===== config.mk =====
export PLATFORM = sky130hd
export DESIGN_NAME = l2_bank_rr_arbiter
export DESIGN_NICKNAME = d
export VERILOG_FILES = /design/src/rtl/l2_arb_pkg.sv /design/src/rtl/l2_rr_pick.sv /design/src/rtl/l2_bank_rr_arbiter.sv
export SDC_FILE = /design/constraint.sdc
export NUM_CORES = 1
export LEC_CHECK = 0
export CORE_AREA = 3 3 163 165
export CTS_CLUSTER_DIAMETER = 150
export DETAILED_ROUTE_END_ITERATION = 8
export DIE_AREA = 0 0 166 168
export GPL_TIMING_DRIVEN = 0
export SYNTH_ARGS = -nofsm -noshare
export SYNTH_HDL_FRONTEND = slang
export SYNTH_SLANG_ARGS = --single-unit

===== constraint.sdc =====
create_clock -name clk_i -period 3 [get_ports clk_i]
set_input_delay 0.3 -clock clk_i [delete_from_list [all_inputs] [get_ports clk_i]]
set_output_delay 0.3 -clock clk_i [all_outputs]
set_load 0.01 [all_outputs]

===== src/rtl/l2_arb_pkg.sv =====
// Shared helpers and types for the L2 bank round-robin arbiter.
package l2_arb_pkg;

   localparam int unsigned PayloadAddrWidth = 32;
   localparam int unsigned PayloadDataWidth = 32;
   localparam int unsigned PayloadBeWidth   = PayloadDataWidth / 8;

   typedef struct packed {
      logic [PayloadAddrWidth-1:0] add;
      logic                        wen;
      logic [PayloadDataWidth-1:0] wdata;
      logic [PayloadBeWidth-1:0]   be;
   } payload_t;

   function automatic int unsigned idx_width(input int unsigned n);
      return (n <= 2) ? 1 : $clog2(n);
   endfunction

endpackage


===== src/rtl/l2_rr_pick.sv =====
// Round-robin winner selection: rotate by the pointer, fixed-priority encode, un-rotate.
module l2_rr_pick #(
   parameter int unsigned NB_MASTERS = 4,
   parameter int unsigned ID_WIDTH   = 2
) (
   input  logic [NB_MASTERS-1:0] req,
   input  logic [ID_WIDTH-1:0]   rr_ptr,
   output logic [ID_WIDTH-1:0]   winner,
   output logic                  valid
);

   logic [NB_MASTERS-1:0] rot;
   logic [ID_WIDTH-1:0]   enc;

   always_comb begin
      rot = '0;
      enc = '0;
      for (int i = 0; i < NB_MASTERS; i++) begin
         rot[i] = req[ID_WIDTH'((i + int'(rr_ptr)) % NB_MASTERS)];
      end
      // Walk downward so the lowest rotated index wins.
      for (int i = NB_MASTERS - 1; i >= 0; i--) begin
         if (rot[i]) enc = ID_WIDTH'(i);
      end
      valid  = |rot;
      winner = valid ? ID_WIDTH'((int'(enc) + int'(rr_ptr)) % NB_MASTERS) : '0;
   end

endmodule


===== src/rtl/l2_bank_rr_arbiter.sv =====
// Round-robin arbiter for one L2 SRAM bank with a fixed 1-cycle response latency.
module l2_bank_rr_arbiter
   import l2_arb_pkg::*;
#(
   parameter int unsigned NB_MASTERS = 4,
   parameter int unsigned ADDR_WIDTH = 32,
   parameter int unsigned DATA_WIDTH = 32,
   parameter int unsigned BE_WIDTH   = DATA_WIDTH / 8,
   parameter int unsigned ID_WIDTH   = idx_width(NB_MASTERS)
) (
   input  logic                                 clk_i,
   input  logic                                 rst_i,
   input  logic [NB_MASTERS-1:0]                m_req_i,
   input  logic [NB_MASTERS-1:0][ADDR_WIDTH-1:0] m_add_i,
   input  logic [NB_MASTERS-1:0]                m_wen_i,
   input  logic [NB_MASTERS-1:0][DATA_WIDTH-1:0] m_wdata_i,
   input  logic [NB_MASTERS-1:0][BE_WIDTH-1:0]   m_be_i,
   output logic [NB_MASTERS-1:0]                m_gnt_o,
   output logic [NB_MASTERS-1:0]                m_r_valid_o,
   output logic [DATA_WIDTH-1:0]                m_r_rdata_o,
   output logic                                 bank_req_o,
   output logic [ADDR_WIDTH-1:0]                bank_add_o,
   output logic                                 bank_wen_o,
   output logic [DATA_WIDTH-1:0]                bank_wdata_o,
   output logic [BE_WIDTH-1:0]                  bank_be_o,
   input  logic                                 bank_gnt_i,
   input  logic                                 bank_r_valid_i,
   input  logic [DATA_WIDTH-1:0]                bank_r_rdata_i,
   output logic                                 err_o
);

   logic [ID_WIDTH-1:0] rr_ptr_q, rr_ptr_d;
   logic [ID_WIDTH-1:0] resp_id_q;
   logic [ID_WIDTH-1:0] winner;
   logic                win_valid;
   logic                hs;
   logic                resp_pending_q;
   logic                err_q;

   l2_rr_pick #(
      .NB_MASTERS(NB_MASTERS),
      .ID_WIDTH  (ID_WIDTH)
   ) u_pick (
      .req   (m_req_i),
      .rr_ptr(rr_ptr_q),
      .winner(winner),
      .valid (win_valid)
   );

   // With no requester the picker returns index 0, so the mux idles on master 0.
   assign bank_req_o   = win_valid;
   assign bank_add_o   = m_add_i[winner];
   assign bank_wen_o   = m_wen_i[winner];
   assign bank_wdata_o = m_wdata_i[winner];
   assign bank_be_o    = m_be_i[winner];

   assign hs       = bank_req_o & bank_gnt_i;
   assign rr_ptr_d = (winner == ID_WIDTH'(NB_MASTERS - 1)) ? '0 : winner + 1'b1;

   always_comb begin
      m_gnt_o = '0;
      if (hs) m_gnt_o[winner] = 1'b1;
   end

   always_comb begin
      m_r_valid_o = '0;
      if (bank_r_valid_i && resp_pending_q) m_r_valid_o[resp_id_q] = 1'b1;
   end

   assign m_r_rdata_o = bank_r_rdata_i;
   assign err_o       = err_q;

   always_ff @(posedge clk_i or posedge rst_i) begin
      if (rst_i) begin
         rr_ptr_q       <= '0;
         resp_pending_q <= 1'b0;
         resp_id_q      <= '0;
         err_q          <= 1'b0;
      end else begin
         resp_pending_q <= hs;
         if (hs) begin
            resp_id_q <= winner;
            rr_ptr_q  <= rr_ptr_d;
         end
         // Response without a pending request, or a pending request without a response.
         if (bank_r_valid_i != resp_pending_q) err_q <= 1'b1;
      end
   end

endmodule


# After elaboration in Yosys (flattened, before gate mapping)
# Cells that the tools add are included.
[classes] n_addsub=5 order_cmp=8 eq_ne=2 mux=28 bitwise=1 n_reduce_logical=4
[ops] operator="$bmux 32 s2" count=2
[ops] operator="$mux 32" count=2
[ops] operator="$lt 2x3->1 const B" count=6
[ops] operator="$mux 2" count=6
[ops] operator="$mux 4" count=3
[ops] operator="$bmux 1 s2" count=5
[ops] operator="$bmux 4 s2" count=1
[ops] operator="$mux 1" count=7
[ops] operator="$add 2x2->2 const A" count=2
[ops] operator="$demux 1 s2" count=2
[ops] operator="$ge 2x1->1 const B" count=2
[ops] operator="$reduce_or 4->1" count=1
[ops] operator="$logic_and 1x1->1" count=3
[ops] operator="$add 1x2->2 const A" count=1
[ops] operator="$add 2x1->2 const B" count=1
[ops] operator="$add 2x2->2" count=1
[ops] operator="$eq 2x2->1 const B" count=1
[ops] operator="$and 1x1->1" count=1
[ops] operator="$ne 1x1->1" count=1
[totals] regBits=6 input_bits=316 out_inout_bits=111 wordCells=52

# Logic depth before layout (Yosys ltp)
[depth] word_depth=14 ltp_mapped=15 depth_no_buf=12

# By module
# A second synthesis with hierarchy kept.
[unflattened] cells_unflattened=172 area_unflattened_um2=2491.1
[modules_own_cells] module="l2_bank_rr_arbiter" n_inst=1 cells_per_inst=148 area_per_inst_um2=2324.7 seq_area_each_um2=150.1
[modules_own_cells] module="l2_rr_pick" n_inst=1 cells_per_inst=24 area_per_inst_um2=166.4 seq_area_each_um2=0.0

# Worst setup path after synthesis
# OpenSTA, ideal clock, no wires.
[synth_timing] path_type="flip-flop to output port" startpoint="reg rr_ptr_q[0]" endpoint="out bank_wdata_o[21]" arrival_ns=2.648 required_time_ns=2.700 slack_ns=0.052 path_stages_with_launch=13 n_path_buf=5 cell_sequence="dfrtp_1 > buf_2 > or4_1 > nand3_1 > ha_1 > and2_4 > buf_6 > or3_1 > clkbuf_1 > buf_6 > buf_6 > o22ai_1 > a22oi_1"
[synth_between] elab_chain_len=11 word_cells_on_any_way=20 classes_between="add/sub (4); mux (15); reduce/logical (1)"
[synth_lines] element="from (decl)" line_no="l2_bank_rr_arbiter.sv:32" text="logic [ID_WIDTH-1:0] rr_ptr_q, rr_ptr_d;"
[synth_lines] element="from (signal assigned)" line_no="l2_bank_rr_arbiter.sv:83" text="rr_ptr_q <= rr_ptr_d;"
[synth_lines] element="$add 2x2->2" line_no="l2_rr_pick.sv:19" text="rot[i] = req[ID_WIDTH'((i + int'(rr_ptr)) % NB_MASTERS)];"
[synth_lines] element="$bmux 1 s2" line_no="l2_rr_pick.sv:19"
[synth_lines] element="$mux 1 (implied by the code)" line_no="l2_rr_pick.sv:19"
[synth_lines] element="$mux 2 (4 in a row)" line_no="l2_rr_pick.sv:23" text="if (rot[i]) enc = ID_WIDTH'(i);"
[synth_lines] element="$add 2x2->2" line_no="l2_rr_pick.sv:26" text="winner = valid ? ID_WIDTH'((int'(enc) + int'(rr_ptr)) % NB_MASTERS) : '0;"
[synth_lines] element="$mux 2 (*)" line_no="l2_rr_pick.sv:26"
[synth_lines] element="$bmux 32 s2 (*)" line_no="l2_bank_rr_arbiter.sv:54" text="assign bank_wdata_o = m_wdata_i[winner];"
[synth_lines] element="$mux 32 (implied by the code) (*)" line_no="l2_bank_rr_arbiter.sv:54"
[synth_lines] element="to (decl)" line_no="l2_bank_rr_arbiter.sv:24" text="output logic [DATA_WIDTH-1:0] bank_wdata_o,"
# Every way passes the cells marked *; elsewhere a longest branch is shown, timed or not. The select of a mux whose other input is x is not followed.

# Worst setup path after layout
[layout_timing] startpoint="reg rr_ptr_q[0]" endpoint="out bank_add_o[22]"
[layout_between] elab_chain_len=11 word_cells_on_any_way=20 classes_between="add/sub (4); mux (15); reduce/logical (1)"
[layout_lines] element="$add 2x2->2" line_no="l2_rr_pick.sv:19"
[layout_lines] element="$bmux 1 s2" line_no="l2_rr_pick.sv:19"
[layout_lines] element="$mux 1 (implied by the code)" line_no="l2_rr_pick.sv:19"
[layout_lines] element="$mux 2 (4 in a row)" line_no="l2_rr_pick.sv:23"
[layout_lines] element="$add 2x2->2" line_no="l2_rr_pick.sv:26"
[layout_lines] element="$mux 2 (*)" line_no="l2_rr_pick.sv:26"
[layout_lines] element="$bmux 32 s2 (*)" line_no="l2_bank_rr_arbiter.sv:52" text="assign bank_add_o = m_add_i[winner];"
[layout_lines] element="$mux 32 (implied by the code) (*)" line_no="l2_bank_rr_arbiter.sv:52"
[layout_lines] element="to (decl)" line_no="l2_bank_rr_arbiter.sv:22" text="output logic [ADDR_WIDTH-1:0] bank_add_o,"
# Marks and branches as above.

==> impl_metrics.yaml <==
run_status:
  status: "finished, violations left"
  violations: "negative setup slack"
critical_path:
  critPathCaptureType: "output pin"
  worstPathRequired_ns: 2.70
  critPathKind: "flip-flop to output pin"
  path_max_fanout: 7
  rr_startpoint: "rr_ptr_q[0]"
  rrSetupSlack_ns: 0.19
  r2r_end: "rr_ptr_q[1]"
  worst_r2r_path_depth: 10
  worstPathArrival_ns: 3.01
  critPathLaunchType: "flip-flop"
clocking:
  cts.path.max_buffers: 2
  cts_num_sinks: 6
  cts_htree_levels: 1
  clkTransAtPathRegs_ns: 0.03
  clk_latency_ns: 0.23
  cts_made_buffers: 3
  cts_tree: "done"
  ctsHoldBuffers: 0
  clockRootBuffer: "clkbuf_16"
floorplanning:
  start_util_pct: 13.3
  rows: 58
  dieArea_sq_um: 27900
  ioPinCount: 427
  die_h_microns: 168
  die_x_microns: 166
  core_sq_um: 25200
grt:
  grt_use_met1_pct: 23.4
  grt_pass1_wl_mm: 40.9
  grt_use_total_pct: 18.3
  use_met3_pct: 2.93
  grt_pass1_vias: 6682
  top_usage_layer: "met2"
  grt.overflow.total: 0
  grt_use_met2_pct: 32.6
  antenna_found_initial: 0
  grt_max_degree: 12
logic_synthesis:
  synth.area.top_cells: "o221ai_1 (36%), a22oi_1 (16%), o22ai_1 (13%), buf_4 (9.2%), clkbuf_1 (4.6%)"
  ys_types: 40
  synth.yosys.warnings: 0
  syn_avg_cell_area_sq_um: 7.48
  ys_seq_elements: 6
  synthesis.instances: 446
  synth_area_sq_um: 3340
  seq_area_frac_synth_pct: 4.50
  syn_nets: 768
  yosysTopAreaCell: "o221ai_1"
  netlist.area_leader.share_pct: 36.2
power:
  internal_power_mw: 7.33
  peakVddDrop_mv: 0.811
  p_leak_nw: 3.28
  p_total_mw: 15.7
  swShare_pct: 53.2
  p_sw_mw: 8.33
  combPwrFrac_pct: 97.8
  seq_power_share_pct: 0.9
  p_clk_share_pct: 1.4
  powerDensity_nw_per_um2: 1770
detailed_routing:
  postRouteAntennaNets: 0
  initialDrtViolationCount: 458
  post_drt_wl_per_cell_microns: 23.9
  viasPerCell: 5.26
  vias: 6332
  drc: 0
  drt_wl_total_mm: 28.7
  drt-pass1-iter-count: 4
sta:
  min_period_over_period_pct: 110
  period_needed_ns: 3.31
  clock_skew_ns: 0.000226
  slew_headroom_pct: 71.9
  final_hold_viol_count: 0
  setup-violations-final: 73
  slew_violations: 0
  worst_pin_slew_ns: 0.421
  rsz0062_at_grt: "yes"
  fmax_mhz: 302
  tns_ns: -16.85
  hold_ws_ns: 0.299
  fin_ws_ns: -0.306
placed_design:
  io_buffers: 392
  dp_hpwl_mm: 20.6
  dp.cells: 1168
  gp_congestion: 0.833
  dpl_cell_area_sq_um: 7670
final_layout:
  drive_gt1_share_pct: 36.0
  fillerInstances: 2639
  layout.cells.non_filler: 1203
  area_growth_pct: 165
  design_area_sq_um: 8850
  antenna_cells: 0
  fin_nets: 1197
worst_hold_path:
  hp-class: "primary input to async pin"
job:
  cap_violations: 0
## cell usage in the layout (no fill, tap or decap), types with 3 or more instances in the layout
cell / instances
nand2_1: 4
o221ai_2: 43
clkbuf_8: 3
o22ai_2: 24
buf_6: 10
a22oi_1: 56
buf_16: 4
buf_2: 74
nor2_1: 8
clkbuf_16: 11
ha_1: 5
and3_1: 5
o221ai_1: 92
dfrtp_1: 6
clkdlybuf4s50_1: 317
mux2_2: 3
o221ai_4: 3
buf_4: 54
clkbuf_2: 31
o22ai_1: 44
buf_12: 9
a22oi_2: 13
buf_8: 11
## state kept, by name, summed over array words and instances (netlist names)
name / flops
resp_pending_q: 1
err_o: 1
resp_id_q: 2
rr_ptr_q: 2
## stage by stage
stage               util (%)  worst slack, ns
detailed placement      30.5            -1.80
global route            35.2           -0.400
finish                  35.2           -0.306
global placement        30.5            -1.85
CTS                     32.9           -0.289
floorplan                  -           0.0520
## layout make-up
cell class | count | area, sq um | share of cell area, %
multi-input cells | 335 | 3240 | 36.5
well taps | 330 | 413 | 4.66
plain buffers | 101 | 891 | 10.1
clock buffers | 3 | 75.1 | 0.848
inverters | 3 | 26.3 | 0.297
flip-flops and latches | 6 | 150 | 1.70
repair buffers | 425 | 4060 | 45.9
## worst max-delay path by stage
stage / from / endpoint / slack, ns / depth (start not counted)
after CTS: rr_ptr_q[0] / bank_wdata_o[10] / -0.29 / 12
after global routing: rr_ptr_q[0] / bank_add_o[20] / -0.40 / 13
after global placement: m_req_i[1] / bank_add_o[15] / -1.85 / 12
after floorplan: rr_ptr_q[0] / bank_wdata_o[21] / 0.05 / 12
final: rr_ptr_q[0] / bank_add_o[22] / -0.31 / 13
after detailed placement: m_req_i[3] / bank_add_o[22] / -1.80 / 13
## kinds of logic (layout without fill, tap and decap cells)
family,count (synthesis),in the layout,synth area share [%]
compound gates,284,284,66.2
fa+ha+maj,6,6,2.25
mux,4,4,1.69
simple gates,37,39,6.60
flops,6,6,4.50
buf+inv,107,532,18.2
xor+xnor,2,2,0.525
## Yosys cell counts (all sizes together)
master	number
o221ai	138
a22oi	69
o22ai	69
buf	63
clkbuf	41
nor2	10
dfrtp	6
ha	6
nand2	6
and3	5
inv	3
mux2	3
o21ai	3
a21o	2
and2	2
nand3	2
nor3b	2
or2	2
a21oi	1
and3b	1
mux4	1
nand2b	1
nand3b	1
nor3	1
nor4	1
nor4b	1
o211ai	1
o31a	1
or3	1
or4	1
xnor2	1
xor2	1
## metal layers
layer / share of wire [%] / up-vias
met5: 0 / -
met4: 1.9 / 0
met3: 6.9 / 40
met2: 49 / 373
met1: 42 / 3063
li1: - / 2856
## critical path: stages (launching register included)
cell	delay [ns]
dfrtp_1	0.38
buf_6	0.14
or4_4	0.55
nand3_4	0.11
ha_4	0.18
xor2_4	0.09
o31a_1	0.34
buf_12	0.17
inv_12	0.08
buf_12	0.13
buf_8	0.13
o221ai_2	0.11
a22oi_2	0.19
buf_2	0.17
## power groups by stage
stage          logic, mW  registers [mW]  clock network [mW]
6_report            15.3           0.136               0.216
3_3_place_gp        12.7           0.136                   0
3_5_place_dp        12.7           0.136                   0
4_1_cts             13.8           0.135               0.219
2_1_floorplan       6.55           0.130                   0
5_1_grt             16.3           0.142               0.226
## repair_timing
| action | in CTS | in global routing |
|---|---|---|
| setup buffers | 16 | 6 |
| cloned | 9 | 5 |
| setup endpoints to repair | 74 | 73 |
| pin swaps | 57 | 92 |
| gates resized for setup | 451 | 106 |
No activity file was read; power rests on OpenSTA's default activity.
